[src/rtl/fma16_pkg.sv]
// Shared constants for the fma16 datapath and its write-back queue.
package fma16_pkg;
  localparam int unsigned RESW    = 16;
  localparam int unsigned FLAGW   = 4;
  localparam int unsigned FLAG_NV = 3;
  localparam int unsigned FLAG_OF = 2;
  localparam int unsigned FLAG_UF = 1;
  localparam int unsigned FLAG_NX = 0;
  localparam logic [RESW-1:0] FMA16_QNAN = 16'h7E00;
endpackage

[src/rtl/fma16_wb_fifo.sv]
// Circular-buffer FIFO holding write-back entries; caller guarantees no overflow/underflow.
module fma16_wb_fifo #(
  parameter int unsigned DEPTH = 4,
  parameter int unsigned W     = 24
) (
  input  logic                     clk,
  input  logic                     reset,
  input  logic                     wr_en_i,
  input  logic [W-1:0]             wr_data_i,
  input  logic                     rd_en_i,
  output logic [W-1:0]             rd_data_o,
  output logic [$clog2(DEPTH):0]   level_o
);
  localparam int unsigned PW = $clog2(DEPTH);

  logic [W-1:0]  mem_q [DEPTH];
  logic [PW-1:0] wr_ptr_q, rd_ptr_q;
  logic [PW:0]   level_q;

  // Storage is deliberately not reset; empty-queue outputs are masked upstream.
  always_ff @(posedge clk) begin
    if (wr_en_i) mem_q[wr_ptr_q] <= wr_data_i;
  end

  always_ff @(posedge clk) begin
    if (reset) begin
      wr_ptr_q <= '0;
      rd_ptr_q <= '0;
      level_q  <= '0;
    end else begin
      if (wr_en_i) wr_ptr_q <= wr_ptr_q + 1'b1;
      if (rd_en_i) rd_ptr_q <= rd_ptr_q + 1'b1;
      case ({wr_en_i, rd_en_i})
        2'b10:   level_q <= level_q + 1'b1;
        2'b01:   level_q <= level_q - 1'b1;
        default: level_q <= level_q;
      endcase
    end
  end

  assign rd_data_o = mem_q[rd_ptr_q];
  assign level_o   = level_q;
endmodule

[src/rtl/fma16_wb.sv]
// Write-back stage for fma16: queues result/flags/tag, keeps sticky flags and an op counter.
module fma16_wb
  import fma16_pkg::*;
#(
  parameter int unsigned DEPTH = 4,
  parameter int unsigned TAGW  = 4
) (
  input  logic                   clk,
  input  logic                   reset,
  input  logic                   in_valid,
  output logic                   in_ready,
  input  logic [15:0]            in_result,
  input  logic [3:0]             in_flags,
  input  logic [TAGW-1:0]        in_tag,
  output logic                   out_valid,
  input  logic                   out_ready,
  output logic [15:0]            out_result,
  output logic [3:0]             out_flags,
  output logic [TAGW-1:0]        out_tag,
  input  logic                   flags_clr,
  output logic [3:0]             sticky_flags,
  output logic [$clog2(DEPTH):0] level,
  output logic [15:0]            op_count
);
  localparam int unsigned LW = $clog2(DEPTH) + 1;
  localparam int unsigned EW = RESW + FLAGW + TAGW;

  logic          accept, pop;
  logic [EW-1:0] head;
  logic [LW-1:0] level_w;
  logic [3:0]    sticky_q, sticky_d;
  logic [15:0]   op_count_q, op_count_d;

  assign in_ready  = (level_w < LW'(DEPTH));
  assign out_valid = (level_w != '0);
  assign accept    = in_valid & in_ready;
  assign pop       = out_valid & out_ready;

  fma16_wb_fifo #(
    .DEPTH (DEPTH),
    .W     (EW)
  ) u_fifo (
    .clk       (clk),
    .reset     (reset),
    .wr_en_i   (accept),
    .wr_data_i ({in_result, in_flags, in_tag}),
    .rd_en_i   (pop),
    .rd_data_o (head),
    .level_o   (level_w)
  );

  // Mask the head when empty so stale storage never leaks to the consumer.
  always_comb begin
    {out_result, out_flags, out_tag} = out_valid ? head : '0;
  end

  always_comb begin
    sticky_d   = (flags_clr ? '0 : sticky_q) | (accept ? in_flags : '0);
    op_count_d = accept ? op_count_q + 16'd1 : op_count_q;
  end

  always_ff @(posedge clk) begin
    if (reset) begin
      sticky_q   <= '0;
      op_count_q <= '0;
    end else begin
      sticky_q   <= sticky_d;
      op_count_q <= op_count_d;
    end
  end

  assign sticky_flags = sticky_q;
  assign op_count     = op_count_q;
  assign level        = level_w;
endmodule

[config.mk]
export PLATFORM = sky130hd
export DESIGN_NAME = fma16_wb
export DESIGN_NICKNAME = d
export VERILOG_FILES = /design/src/rtl/fma16_pkg.sv /design/src/rtl/fma16_wb_fifo.sv /design/src/rtl/fma16_wb.sv
export SDC_FILE = /design/constraint.sdc
export NUM_CORES = 1
export LEC_CHECK = 0
export ABC_AREA = 1
export BUFFER_PORTS_ARGS = -buffer_cell sky130_fd_sc_hd__buf_4
export CAP_MARGIN = 5
export CELL_PAD_IN_SITES_DETAIL_PLACEMENT = 0
export CELL_PAD_IN_SITES_GLOBAL_PLACEMENT = 2
export CORE_ASPECT_RATIO = 2
export CORE_MARGIN = 4
export CORE_UTILIZATION = 39
export CTS_CLUSTER_DIAMETER = 40
export DETAILED_ROUTE_END_ITERATION = 12
export GPL_TIMING_DRIVEN = 0
export PLACE_DENSITY_LB_ADDON = 0.2
export SYNTH_ARGS = -nofsm -noshare
export SYNTH_HDL_FRONTEND = slang
export SYNTH_SLANG_ARGS = --single-unit
export TNS_END_PERCENT = 20
[constraint.sdc]
create_clock -name clk -period 5.9 [get_ports clk]
set_input_delay 0.59 -clock clk [delete_from_list [all_inputs] [get_ports clk]]
set_output_delay 0.59 -clock clk [all_outputs]
set_load 0.01 [all_outputs]
==> flow_summary.yaml <==
timing:
  max_freq_mhz: 402.0
  drv_slew: 0
  final_hold_viol_count: 0
  rsz0062_at_grt: "no"
  setup_ws_ns: 3.412
  setup_viol: 0
  tightest_slew_ns: 0.8309
  post-route-period-util_pct: 42.16
  fin_skew_ns: 0.01265
  layout_min_cycle_time_ns: 2.488
  setup_tns_ns: 0
  max_slew_margin_pct: 44.48
worst_setup_path:
  cp-start-kind: "register"
  path_max_fanout: 10
  cp.arrival_ns: 1.90
  max_stage_delay_ns: 0.42
  critPathTopFamily: "buffers and inverters"
  slowest_stage: "dfxtp_1"
  crit_chain: "inv_2 > buf_2 > clkbuf_2 > o21ai_0 > a21oi_1 > buf_4"
  end_kind: "output pin"
  criticalPathCategory: "register to output pin"
  crit_buf_inv: 4
  required_ns: 5.31
yosys:
  synth.largest_area_cell: "edfxtp_1"
  ys_types: 30
  mappedNetlistArea_um2: 5150
  netlist.area_leader.share_pct: 55.98
  avgSynthCellArea_um2: 10.80
  ys_seq_area_share_pct: 67.25
  synth_fp_nets: 513
  synth.most_common_cell: "nor2_1"
  ys_seq_elements: 125
  syn_inst: 477
  ys_async_sr_fraction_pct: 0
  synth_ff_type: "edfxtp_1"
  synth_common_cells: "nor2_1, edfxtp_1, a21oi_1, o21ai_0, nand2_1"
  synth.area.top_cells: "edfxtp_1, dfxtp_1, nor2_1, a21oi_1, o21ai_0"
  synth_edf_count: 96
  yosys_warnings: 0
power_and_ir_drop:
  p_leak_uw: 0.002506
  comb_power_share_pct: 28.5
  power.share.clock_pct: 34.5
  irDropWorstVdd_uv: 262.0
  total_power_uw: 2952
  netSwitchingFraction_pct: 30.69
  seq_power_share_pct: 36.9
  p_int_uw: 2046
  power_density_nw_per_um2: 448.9
  power.switching_uw: 906.0
detailed_routing:
  post_drt_wl_per_cell_um: 16.41
  dr_total_vias: 3658
  met2_length_um: 6808
  first_iter_violations: 188
  drtPass1Iterations: 4
  drt-met1-wl_um: 4541
  routed.top_layer: "met4"
  drtAntennaViolNets: 0
  drc: 0
  finalWirelength_um: 12140
  route.met3.wl_um: 528
  drt-vias-per-instance: 4.943
floorplanning:
  die_x_um: 89.26
  fp.coreArea_um2: 12990
  die_y_um: 170.5
  dieArea_um2: 15220
  io-pin-count: 78
  start_util_pct: 39.64
  rows: 59
global_route:
  overflow: 0
  grt_max_degree: 25
  antenna_found_initial: 0
  grt_use_total_pct: 17.20
  grt_pass1_vias: 3817
  grt_pass1_wl_um: 19350
clock_network:
  cts.path.max_buffers: 2
  tritoncts: "built"
  cts_root_buf: "clkbuf_16"
  clock_latency_ns: 0.41
  htree_levels: 4
  post_cts_resize_count: 0
  postCtsSetupBuffers: 0
  cts-buffers-inserted: 17
  clk_pin_slew_ns: 0.06
  cts-hold-fix-buffers: 0
  cts.sinks: 125
final_layout:
  nFillCells: 1212
  antenna-diode-count: 0
  area_delta_synth_final_pct: 27.70
  multiInputGateArea_um2: 1476
  nets: 611
  regArea_um2: 3463
  layout.core_utilization_pct: 50.62
  drive_above_1_share_pct: 24.66
run_status:
  status: "completed"
place:
  globalplace.congestion: 0.7949
  pre_cts_ws_ns: 3.576
  io_buffers: 77
  dp_hpwl_um: 8496
hold_path:
  hold_class: "input port to register"
run:
  maxCapViolations: 0
cell families after synthesis:
logic type / share of synthesized area [%]
simple gates: 15.48
xor+xnor: 0.8503
compound gates: 10.11
buf+inv: 4.470
fa+ha+maj: 1.846
flops: 67.25
worst register-to-register path: cells and delay by family, from the launching register on:
kind / cells / cell delay, ns
fa+ha+maj: 2 / 0.54
simple gates: 3 / 0.51
flops: 1 / 0.48
buf+inv: 3 / 0.42
compound gates: 2 / 0.18
stage by stage:
stage | instances | hold WS, ns | cell area, um^2
2_1_floorplan | 477 | 0.4692 | 5150
3_3_place_gp | 706 | 0.4554 | 5918
3_5_place_dp | 708 | 0.4575 | 5993
4_1_cts | 740 | 0.3382 | 6576
5_1_grt | 740 | 0.3400 | 6576
6_report | 740 | 0.3542 | 6576
flip-flops by register name, indices dropped and copies added, names as in the netlist, named ones only:
name / count
u_fifo.level_o: 3
u_fifo.rd_ptr_q: 2
op_count: 16
sticky_flags: 4
u_fifo.mem_q: 96
u_fifo.wr_ptr_q: 2
layer usage:
metal	track usage, %	vias up
met5	0	-
met4	7.129	0
met3	4.578	16
met2	31.55	82
met1	17.84	1748
li1	-	1812
layout make-up:
type                            instances  area share, %
Multi-Input combinational cell        302          22.45
Timing Repair Buffer                   79          9.627
Clock buffer                           20          6.640
Inverter                               30          1.712
Sequential cell                       125          52.66
Buffer                                 20          1.788
Clock inverter                         12          2.226
Tap cell                              152          2.892
power by group through the flow:
stage | Clock [uW] | Sequential [uW] | Combinational, uW
after floorplan | 0 | 1110 | 462
after global placement | 0 | 1110 | 843
after detailed placement | 0 | 1110 | 867
after CTS | 1040 | 1090 | 871
after global routing | 1080 | 1100 | 942
final | 1020 | 1090 | 842
layout by cell type, fill, tap and decap left out, drive strengths merged:
cell      netlist  routed
clkinvlp        0       5
nand4           1       1
inv            30      30
nor3            2       2
clkbuf          6      26
or2             1       1
nor2          135     135
clkinv          0       4
nor3b           1       1
fa              1       1
nand3          10      10
a21oi          42      42
o21ai          60      60
buf            14      93
ha              6       6
a31oi           1       1
xor2            5       5
bufinv          0       3
edfxtp         96      96
dfxtp          29      29
nand2          37      37
worst paths after layout:
| path | to | start | cells after the start | slack, ns |
|---|---|---|---|---|
| worst max-delay path | out_result[4] | register | 6 | 3.41 |
| worst max register to register | u_fifo.level_o[2] | u_fifo.level_o[2] | 10 | 3.70 |
| worst min register to register | sticky_flags[3] | sticky_flags[3] | 2 | 0.46 |
| worst min-delay path | sticky_flags[3] | reset | 2 | 0.35 |
(Power assumes the default switching activity.)
